==> src/rtl/orb_pkg.sv <==
// Shared constants, FSM state type and column-offset helper for the ORB
// orientation path.
package orb_pkg;

   localparam int unsigned PATCH_N   = 31;
   localparam int unsigned PATCH_CTR = 15;
   localparam int unsigned PIX_W     = 8;

   typedef enum logic [1:0] {
      IDLE,
      ACCUM,
      HOLD
   } acc_state_t;

   // |c - PATCH_CTR|: the offset index the weighting stage tags column c with
   function automatic logic [3:0] exp_idx(input logic [4:0] c);
      if (32'(c) < PATCH_CTR) return 4'(PATCH_CTR - 32'(c));
      else                    return 4'(32'(c) - PATCH_CTR);
   endfunction

endpackage

==> src/rtl/col_moment_sign_add.sv <==
// Adds or subtracts one unsigned weighted column product into the signed
// m10 accumulator, depending on which side of the centre the column lies.
module col_moment_sign_add #(
   parameter int unsigned MULT_W = 20,
   parameter int unsigned ACC_W  = 26
) (
   input  logic [ACC_W-1:0]  acc_in,
   input  logic [MULT_W-1:0] mult,
   input  logic              neg,
   input  logic              en,
   output logic [ACC_W-1:0]  acc_out
);

   logic [ACC_W-1:0] mult_x;

   assign mult_x = {{(ACC_W-MULT_W){1'b0}}, mult};

   always_comb begin
      acc_out = acc_in;
      if (en) acc_out = neg ? (acc_in - mult_x) : (acc_in + mult_x);
   end

endmodule

==> src/rtl/col_moment_acc.sv <==
// Accumulates the per-column results of one patch into m00/m10 and hands
// them downstream over valid/ready. COL_MOMENT_CHK_EN adds the column-index check.
module col_moment_acc
   import orb_pkg::*;
#(
   parameter int unsigned NCOL   = PATCH_N,
   parameter int unsigned SUM_W  = 2 * PIX_W,
   parameter int unsigned MULT_W = 20,
   parameter int unsigned M00_W  = 21,
   parameter int unsigned M10_W  = 26
) (
   input  logic              clk,
   input  logic              rst_n,
   input  logic              clr,
   input  logic              col_valid,
   input  logic [SUM_W-1:0]  col_sum,
   input  logic [MULT_W-1:0] col_mult,
   input  logic [3:0]        col_index,
   output logic              m_valid,
   input  logic              m_ready,
   output logic [M00_W-1:0]  m00,
   output logic [M10_W-1:0]  m10,
   output logic              err_ovf,
   output logic              err_idx
);

   localparam int unsigned CTR   = (NCOL - 1) / 2;
   localparam int unsigned CNT_W = $clog2(NCOL);

   acc_state_t       state, state_nxt;
   logic [CNT_W-1:0] col_cnt;
   logic [M00_W-1:0] acc00, acc00_nxt, m00_q;
   logic [M10_W-1:0] acc10, acc10_nxt, m10_q;
   logic             accept, last, ovf;

   always_ff @(posedge clk or negedge rst_n) begin
      if (!rst_n) state <= IDLE;
      else        state <= state_nxt;
   end

   always_comb begin
      state_nxt = state;
      accept    = 1'b0;
      last      = 1'b0;
      ovf       = 1'b0;
      if (clr) begin
         state_nxt = IDLE;
      end else begin
         case (state)
            IDLE, ACCUM: begin
               if (col_valid) begin
                  accept    = 1'b1;
                  last      = (col_cnt == CNT_W'(NCOL - 1));
                  state_nxt = last ? HOLD : ACCUM;
               end
            end
            HOLD: begin
               ovf = col_valid;
               if (m_ready) state_nxt = IDLE;
            end
            default: state_nxt = IDLE;
         endcase
      end
   end

   assign acc00_nxt = acc00 + M00_W'(col_sum);

   col_moment_sign_add #(
      .MULT_W (MULT_W),
      .ACC_W  (M10_W)
   ) u_sign_add (
      .acc_in  (acc10),
      .mult    (col_mult),
      .neg     (col_cnt < CNT_W'(CTR)),
      .en      (col_cnt != CNT_W'(CTR)),
      .acc_out (acc10_nxt)
   );

   // Accumulators are zeroed on the final column so IDLE always starts from 0
   always_ff @(posedge clk or negedge rst_n) begin
      if (!rst_n) begin
         col_cnt <= '0;
         acc00   <= '0;
         acc10   <= '0;
         m00_q   <= '0;
         m10_q   <= '0;
      end else if (clr) begin
         col_cnt <= '0;
         acc00   <= '0;
         acc10   <= '0;
      end else if (accept) begin
         if (last) begin
            col_cnt <= '0;
            acc00   <= '0;
            acc10   <= '0;
            m00_q   <= acc00_nxt;
            m10_q   <= acc10_nxt;
         end else begin
            col_cnt <= col_cnt + 1'b1;
            acc00   <= acc00_nxt;
            acc10   <= acc10_nxt;
         end
      end
   end

   always_ff @(posedge clk or negedge rst_n) begin
      if (!rst_n) err_ovf <= 1'b0;
      else if (ovf) err_ovf <= 1'b1;
   end

`ifdef COL_MOMENT_CHK_EN
   always_ff @(posedge clk or negedge rst_n) begin
      if (!rst_n) err_idx <= 1'b0;
      else if (accept && (col_index != exp_idx(5'(col_cnt)))) err_idx <= 1'b1;
   end
`else
   logic unused_idx;
   assign unused_idx = ^col_index;
   assign err_idx    = 1'b0;
`endif

   assign m_valid = (state == HOLD);
   assign m00     = m00_q;
   assign m10     = m10_q;

endmodule

==> config.mk <==
export PLATFORM = sky130hd
export DESIGN_NAME = col_moment_acc
export DESIGN_NICKNAME = d
export VERILOG_FILES = /design/src/rtl/orb_pkg.sv /design/src/rtl/col_moment_sign_add.sv /design/src/rtl/col_moment_acc.sv
export SDC_FILE = /design/constraint.sdc
export NUM_CORES = 1
export LEC_CHECK = 0
export ABC_AREA = 1
export BUFFER_PORTS_ARGS = -buffer_cell sky130_fd_sc_hd__buf_2
export CORE_ASPECT_RATIO = 0.5
export CORE_MARGIN = 5
export CORE_UTILIZATION = 30
export CTS_CLUSTER_SIZE = 12
export DETAILED_ROUTE_END_ITERATION = 10
export SYNTH_ARGS = -nofsm -noshare
export SYNTH_HDL_FRONTEND = slang
export SYNTH_HIERARCHICAL = 1
export SYNTH_SLANG_ARGS = --single-unit
==> constraint.sdc <==
create_clock -name clk -period 3.37 [get_ports clk]
set_input_delay 0.1685 -clock clk [delete_from_list [all_inputs] [get_ports clk]]
set_output_delay 0.1685 -clock clk [all_outputs]
set_load 0.05 [all_outputs]
* Yosys cells after proc, flatten, opt, wreduce, memory -nomap -nowiden
Index checks and enable logic that the tools add are counted.
Word-level totals: memories 0, ROM bits 0, memory bits (writable) 0, word-level logic and storage cells 48, bits in latches 0, bits in registers 102
Operators by class: bitwise gates (word level) 1, equal/unequal tests 6, reductions and logical operators 5, $lt $le $gt $ge 1, muxes and demuxes 24, divide/modulo/power cells 0, add/sub/neg operators 4, $mul 0, shift-type cells 0
Operator list (number):
- $mux 26 | 5
- $mux 21 | 3
- $add 26x20->26 | 1
- $sub 26x20->26 | 1
- $add 21x16->21 | 1
- $mux 5 | 3
- $mux 1 | 8
- $mux 2 | 4
- $add 5x1->5 const B | 1
- $eq 5x5->1 const B | 1
- $lt 5x4->1 const B | 1
- $ne 5x4->1 const B | 1
- $pmux 2 s2 | 1
- $ne 3x2->1 const B | 1
- $ne 3x3->1 const B | 1
- $reduce_and 3->1 | 1
- $eq 2x1->1 const B | 1
- $eq 2x2->1 const B | 1
- $logic_not 2->1 | 1
- $reduce_and 2->1 | 1
- $reduce_bool 2->1 | 1
- $reduce_or 2->1 | 1
- $not 1->1 | 1

* Depth between registers and ports, before layout
Gate-level depths: netlist of the first run.
depth in word-level cells 7, depth in mapped cells 23, depth with buffers taken out 22

* By module
The synthesis of the first run kept the hierarchy.
Modules (own cells, without submodules):
- col_moment_acc | cells each 635, instances 1, area each 5310.1 um^2
- col_moment_sign_add | cells each 543, instances 1, area each 2732.6 um^2

* Least setup slack after synthesis of the first run
No wires, ideal clock.
kind register to register, start point register col_cnt[2], end point register acc10[10], arrival time 2645 ps, period minus slack after synthesis 2766 ps, cell stages (with the launch flop) 21, library setup time 121 ps, path buffers 1, path slack 604 ps, cell sequence dfrtp_1 -> nand3_1 -> nor2_1 -> nor2_1 -> clkinv_1 -> clkbuf_1 -> nand2_1 -> xnor2_1 -> inv_1 -> ha_1 -> nand2_1 -> inv_1 -> nand2_1 -> nand2_1 -> nand2_1 -> nand4_1 -> or2_2 -> nand3_1 -> nand2_1 -> inv_1 -> o21ai_1
On the way: elaborated cells on any way between the ends 11, those cells by class 1 x order compare; 2 x eq/ne; 8 x mux
RTL lines:
- from (decl) | RTL line col_moment_acc.sv:31 | logic [CNT_W-1:0] col_cnt;
- from (signal assigned) | RTL line col_moment_acc.sv:99 | col_cnt <= col_cnt + 1'b1;
- $lt 5x4->1 | RTL line col_moment_acc.sv:74 | .neg (col_cnt < CNT_W'(CTR)),
- $mux 26 | RTL line col_moment_sign_add.sv:20 | if (en) acc_out = neg ? (acc_in - mult_x) : (acc_in + mult_x);
- $mux 26 * | RTL line col_moment_sign_add.sv:20
- via acc10_nxt[10] | RTL line col_moment_acc.sv:33 | logic [M10_W-1:0] acc10, acc10_nxt, m10_q;
- $mux 26 * | RTL line col_moment_acc.sv:92 | if (last) begin
- $mux 26 * | RTL line col_moment_acc.sv:91 | end else if (accept) begin
- $mux 26 * | RTL line col_moment_acc.sv:87 | end else if (clr) begin
- to (signal assigned) | RTL line col_moment_acc.sv:101 | acc10 <= acc10_nxt;
- to (decl) | RTL line col_moment_acc.sv:33
The timed path passes the listed nets; every way through them passes the cells marked *. The select of a mux whose other input is x is not followed. A chain may end at the register's enable or synchronous reset.

* Worst setup path in the final report of the first run
start point register col_cnt[2], end point register m10_q[14], in the netlist m10[14]
On the way: elaborated cells on any way between the ends 9, those cells by class 1 x order compare; 2 x eq/ne; 5 x mux; 1 x reduce/logical
RTL lines:
- $lt 5x4->1 | RTL line col_moment_acc.sv:74
- $mux 26 | RTL line col_moment_sign_add.sv:20
- $mux 26 * | RTL line col_moment_sign_add.sv:20
- via acc10_nxt[14] | RTL line col_moment_acc.sv:33
- to (signal assigned) | RTL line col_moment_acc.sv:97 | m10_q <= acc10_nxt;
- to (decl) | RTL line col_moment_acc.sv:33
The timed path passes the listed nets; every way through them passes the cells marked *.

==> results of run 1 <==
-- what timing repair did --
action | in CTS | in global routing
resized for setup | 0 | 9
hold buffers | 2 | 0
setup buffers | 0 | 3
endpoints found under the hold margin | 58 | 0
endpoints found under the setup margin | 0 | 23
-- worst min path at each step --
| stage | startpoint | to | slack (ns) | depth (start not counted) |
|---|---|---|---|---|
| floorplan | rst_n | acc00[0] | -0.13 | 0 |
| global placement | rst_n | m00[7] | 0.30 | 1 |
| detailed placement | rst_n | m00[7] | 0.30 | 1 |
| CTS | col_valid | err_ovf | 0.07 | 2 |
| global route | col_valid | err_ovf | 0.08 | 2 |
| finish | col_valid | err_ovf | 0.09 | 2 |
-- cells by family after synthesis --
kind of cell,Yosys count
fa+ha+maj,47
buf+inv,201
other cells,1
simple gates,648
compound gates,148
xor+xnor,31
flops,102
-- critical path: stages (launching register included) --
cell	delay, ns
dfrtp_1	0.41
nand3_1	0.13
nor2_1	0.14
nor2_2	0.06
buf_4	0.18
o21ai_1	0.24
inv_1	0.09
fa_1	0.40
inv_1	0.13
nand3_1	0.09
nand3_1	0.21
nand2_1	0.08
nand2_1	0.13
nand3_1	0.11
nand2_1	0.08
nand2_1	0.04
nand3_1	0.11
nand2_1	0.06
inv_1	0.11
o21ai_2	0.07
-- cell usage in the layout (no fill, tap or decap), drive strengths merged, types with 4 or more instances in the layout --
cell type and count:
nand2 432, inv 175, buf 103, dfrtp 102, o21ai 98, nand3 86
nor2 83, ha 45, a21oi 35, xnor2 17, xor2 14, nor3 14
nand3b 13, nand4 12, clkbuf 9, clkinv 5, o21bai 4
-- flip-flops by register name, indices dropped and copies added, names as in the netlist --
name	count
acc00	21
acc10	26
col_cnt	5
err_ovf	1
m00	21
m10	26
state	2
-- per-stage QoR --
step / setup WS [ns] / instance area [sq um]
2_1_floorplan: 0.6037 / 8043
3_3_place_gp: 0.2107 / 8833
3_5_place_dp: 0.1771 / 8833
4_1_cts: 0.1923 / 9168
5_1_grt: 0.004053 / 9230
6_report: 0.3564 / 9230
-- power breakdown --
part | switching, mW | leakage [nW] | internal [mW]
Sequential | 0.0724 | 1.39 | 1.30
Clock | 0.529 | 0.155 | 0.594
Combinational | 0.932 | 3.48 | 0.473
-- layout make-up --
cell class | instances | area [sq um]
clock buffers | 9 | 225.2
well taps | 352 | 440.4
inverters | 174 | 655.6
flip-flops and latches | 102 | 2552
clock inverters | 7 | 88.84
fillers | 2875 | 17200
multi-input cells | 875 | 4691
repair buffers | 105 | 576.8
-- layer usage --
| layer | routed length (microns) | up-vias |
|---|---|---|
| li1 | - | 3903 |
| met1 | 10150 | 3335 |
| met2 | 10480 | 99 |
| met3 | 582 | 20 |
| met4 | 452 | 0 |
| met5 | 0 | - |
==> flow_metrics.env, run 1 <==
export IMPL_fin_crit_ns=3.014
export IMPL_fin_util=0.3492
export IMPL_post_drt_wl_per_cell_microns=13.34
export IMPL_drt_wl_total_microns=21670
export IMPL_max_slew_margin_rel=0.2765
export IMPL_rsz0062_at_grt="false"
export IMPL_grt_util_met1=0.1863
export IMPL_criticalPathCategory="reg -> reg"
export IMPL_dieArea_sq_um=30380
export IMPL_path_max_fanout=10
export IMPL_worstPathRequired_ns=3.59
export IMPL_drc=0
export IMPL_num_rows=42
export IMPL_yosysWarnings=6
export IMPL_yosys_top_cells_count="397 x nand2_1, 164 x inv_1, 102 x dfrtp_1"
export IMPL_n_antenna_cell=0
export IMPL_hold_worst_slack_ns=0.08888
export IMPL_drt_pass1_iterations=5
export IMPL_synthDominantCellAreaShare=0.3174
export IMPL_p_per_area_nw_per_um2=423.0
export IMPL_hold_class="in -> reg"
export IMPL_clk_pin_slew_ns=0.08
export IMPL_reg2reg_to="m10[14]"
export IMPL_status="completed"
export IMPL_power_mw=3.905
export IMPL_synth_area_per_cell_sq_um=6.827
export IMPL_synth_simple_gate_area_share=0.3539
export IMPL_clock_root_buffer="clkbuf_16"
export IMPL_syn_nets=1270
export IMPL_critPathCapture="m10[14]"
export IMPL_dpl_hpwl_microns=17150
export IMPL_r2r_start="col_cnt[2]"
export IMPL_synth_top_area_cell="dfrtp_1"
export IMPL_cp_end_kind="flop"
export IMPL_initial_core_util=0.3043
export IMPL_clk_path_buf_depth=2
export IMPL_yosysMostFrequentCell="nand2_1"
export IMPL_p_leak_nw=5.027
export IMPL_tightest_slew_ns=1.085
export IMPL_port_buffers=89
export IMPL_cts_buffers=9
export IMPL_drtIter0Drc=436
export IMPL_synthMuxAreaShare=0
export IMPL_numClockSinks=102
export IMPL_fmax_ghz=0.3318
export IMPL_yosysSeqAreaShare=0.3174
export IMPL_nNetsFinal=1359
export IMPL_io_pins=95
export IMPL_placedCellCount=1603
export IMPL_yosys_area_share_adder=0.07498
export IMPL_drv_cap=0
export IMPL_synth_edf_count=0
export IMPL_crit_start="col_cnt[2]"
export IMPL_layout_cells_non_filler=1624
export IMPL_grt_max_degree=83
export IMPL_coreArea_sq_um=26430
export IMPL_yosysUniqueCellTypes=47
export IMPL_cts_tree="yes"
export IMPL_synth_top_family_by_area="simple AND/OR/NAND/NOR gates"
export IMPL_period_share=0.8942
export IMPL_ys_flop_type="dfrtp_1"
export IMPL_grt_pass1_wl_microns=36140
export IMPL_syn2layout_area_growth_pct=14.76
export IMPL_synthCells=1178
export IMPL_gp_congestion=0.9564
export IMPL_die_h_microns=125.8
export IMPL_die_w_microns=241.6
export IMPL_drt_antenna_violating_nets=0
export IMPL_ys_top_cells_by_area="dfrtp_1 32%, nand2_1 19%, inv_1 7.7%"
export IMPL_vias=7357
export IMPL_synth_xor_area_frac=0.03376
export IMPL_synth_compound_area_frac=0.1156
export IMPL_syn_area_sq_um=8043
export IMPL_antenna_found_initial=0
export IMPL_reg2reg_depth=19
export IMPL_grt_overflow=0
export IMPL_h_tree_depth=3
export IMPL_met3_usage=0.02053
export IMPL_max_vdd_ir_drop_mv=0.2561
export IMPL_grt_pass1_vias=7099
export IMPL_hold_viol=0
export IMPL_start_kind="flop"
export IMPL_drive_gt1_frac=0.1824
export IMPL_clock_latency_ns=0.36
export IMPL_grt_usage=0.1437
export IMPL_finalMaxSlewViolations=0
export IMPL_ff2ff_setup_slack_ns=0.36
export IMPL_skew_ns=0.01045
export IMPL_setup_viol=0
export IMPL_fin_setup_tns_ns=0
export IMPL_synthArstFlopShare=1.000
export IMPL_synth_seq_cells=102
export IMPL_grt_use_met2=0.2523
export IMPL_busiest_layer="met2"
export IMPL_crit_arrival_ns=3.23
export IMPL_vias_per_cell=4.530
(Power assumes the default switching activity.)
==> inputs of run 2 (changes only) <==
- CELL_PAD_IN_SITES_DETAIL_PLACEMENT: unset -> 1
- CELL_PAD_IN_SITES_GLOBAL_PLACEMENT: unset -> 1
- PLACE_DENSITY_LB_ADDON: unset -> 0.1
- clock period: 3.37 -> 3.5 ns (I/O delays scaled with it)
==> flow_metrics.env, run 2 (synthesis gave the netlist of run 1 again) <==
export IMPL_setup_viol=0
export IMPL_reg2reg_to="acc10[18]"
export IMPL_worstPathRequired_ns=3.78
export IMPL_drc=0
export IMPL_cp_end_kind="flop"
export IMPL_start_kind="flop"
export IMPL_die_w_microns=241.6
export IMPL_ff2ff_setup_slack_ns=0.27
export IMPL_place_ws_ns=0.09802
export IMPL_final_cell_mix="396 x nand2_1, 164 x inv_1, 102 x dfrtp_1, 88 x buf_2, 79 x nand3_1"
export IMPL_port_buffers=89
export IMPL_drt_wl_total_microns=26560
export IMPL_max_vdd_ir_drop_mv=0.2013
export IMPL_layout_commonest_cell="nand2_1"
export IMPL_rsz0062_at_grt="false"
export IMPL_dpl_hpwl_microns=21560
export IMPL_finalMaxSlewViolations=0
export IMPL_power_mw=3.836
export IMPL_setup_ws_ns=0.2716
export IMPL_clock_latency_ns=0.36
export IMPL_fin_setup_tns_ns=0
export IMPL_max_slew_margin_rel=0.2459
export IMPL_hold_worst_slack_ns=0.1055
export IMPL_clk_path_buf_depth=2
export IMPL_criticalPathCategory="reg -> reg"
export IMPL_initial_core_util=0.3043
export IMPL_crit_arrival_ns=3.51
export IMPL_grt_overflow=0
export IMPL_fmax_ghz=0.3098
export IMPL_fin_util=0.3487
export IMPL_drt_pass1_iterations=4
export IMPL_skew_ns=0.008038
export IMPL_grt_max_degree=83
export IMPL_grt_pass1_wl_microns=43420
export IMPL_die_h_microns=125.8
export IMPL_reg2reg_depth=19
export IMPL_io_pins=95
export IMPL_drv_cap=0
export IMPL_crit_start="col_cnt[2]"
export IMPL_p_leak_nw=5.031
export IMPL_num_rows=42
export IMPL_vias_per_cell=4.690
export IMPL_coreArea_sq_um=26430
export IMPL_nNetsFinal=1359
export IMPL_dieArea_sq_um=30380
export IMPL_gp_congestion=0.8277
export IMPL_status="completed"
export IMPL_hold_class="in -> reg"
export IMPL_drt_antenna_violating_nets=0
export IMPL_h_tree_depth=3
export IMPL_cts_tree="yes"
export IMPL_p_per_area_nw_per_um2=416.2
export IMPL_critPathCapture="acc10[18]"
export IMPL_n_antenna_cell=0
export IMPL_tightest_slew_ns=1.131
export IMPL_post_cts_setup_buffers=0
export IMPL_drive_gt1_frac=0.1824
export IMPL_drtIter0Drc=329
export IMPL_cts_buffers=9
export IMPL_grt_usage=0.1759
export IMPL_grt_pass1_vias=8122
export IMPL_period_share=0.9224
export IMPL_antenna_found_initial=0
export IMPL_r2r_start="col_cnt[2]"
export IMPL_syn2layout_area_growth_pct=14.59
export IMPL_post_drt_wl_per_cell_microns=16.36
export IMPL_clk_pin_slew_ns=0.08
export IMPL_clock_root_buffer="clkbuf_16"
export IMPL_vias=7616
export IMPL_path_max_fanout=9
export IMPL_numClockSinks=102
export IMPL_hold_viol=0
export IMPL_fin_crit_ns=3.228
[run 2: cell types whose count changed in the layout (fill, tap and decap cells not counted), moves of 2 or more]
| cell | change |
|---|---|
| clkbuf_8 | +2 |
| ha_4 | -2 |
| nand3_1 | -2 |
| nand3_2 | +2 |
| nor2_1 | +2 |
| nor2_2 | -2 |
[run 2: area by class of cell]
type	count	area (sq um)
tap	352	440.4
multi-input combinational	875	4679
clock inverter	5	50.05
timing repair buffer	105	585.6
sequential	102	2552
fill	3429	17220
clock buffer	11	252.7
inverter	174	655.6
[run 2: worst min path at each step]
stage,depth (start not counted),slack [ns],from,endpoint
2_1_floorplan,0,-0.12,rst_n,acc00[0]
3_3_place_gp,1,0.28,rst_n,acc00[10]
3_5_place_dp,1,0.27,rst_n,acc00[10]
4_1_cts,3,0.09,col_valid,state[0]
6_report,3,0.11,col_valid,state[0]
5_1_grt,2,0.10,col_valid,err_ovf
[run 2: critical path, cell delays in order (launching register included)]
cell,delay [ns]
dfrtp_1,0.43
nand3_1,0.13
nor2_1,0.06
nor2_2,0.15
clkinv_1,0.11
buf_4,0.19
o21ai_0,0.11
xnor2_1,0.14
inv_1,0.06
ha_1,0.39
nand2_2,0.11
nor2_2,0.23
nand3_1,0.14
nand4_1,0.19
nand2_1,0.11
nand3_1,0.09
nand3_1,0.17
nand2_1,0.12
inv_1,0.07
o21ai_0,0.15
[run 2: what timing repair did]
item	in CTS	in global routing
gates resized for setup	0	6
endpoints found under the setup margin	0	35
endpoints found under the hold margin	53	0
hold buffers	2	0
[run 2: where the power goes]
part	internal [mW]	leakage, nW	switching (mW)	total (mW)
registers	1.26	1.39	0.0888	1.34
logic	0.462	3.49	0.999	1.46
clock network	0.536	0.146	0.494	1.03
total	2.25	5.03	1.58	3.84
[run 2: per-stage QoR]
step | area, sq um | std cells
after CTS | 9191 | 1624
after floorplan | 8043 | 1178
after global routing | 9216 | 1624
after detailed placement | 8869 | 1606
after global placement | 8869 | 1606
final | 9216 | 1624
[run 2: per-layer routing]
| layer | vias to the layer above | wire length, microns | track usage |
|---|---|---|---|
| met3 | 18 | 608 | 0.02329 |
| met5 | - | 0 | 0 |
| li1 | 3892 | - | - |
| met2 | 59 | 12330 | 0.2974 |
| met4 | 0 | 264 | 0.03218 |
| met1 | 3647 | 13360 | 0.2457 |
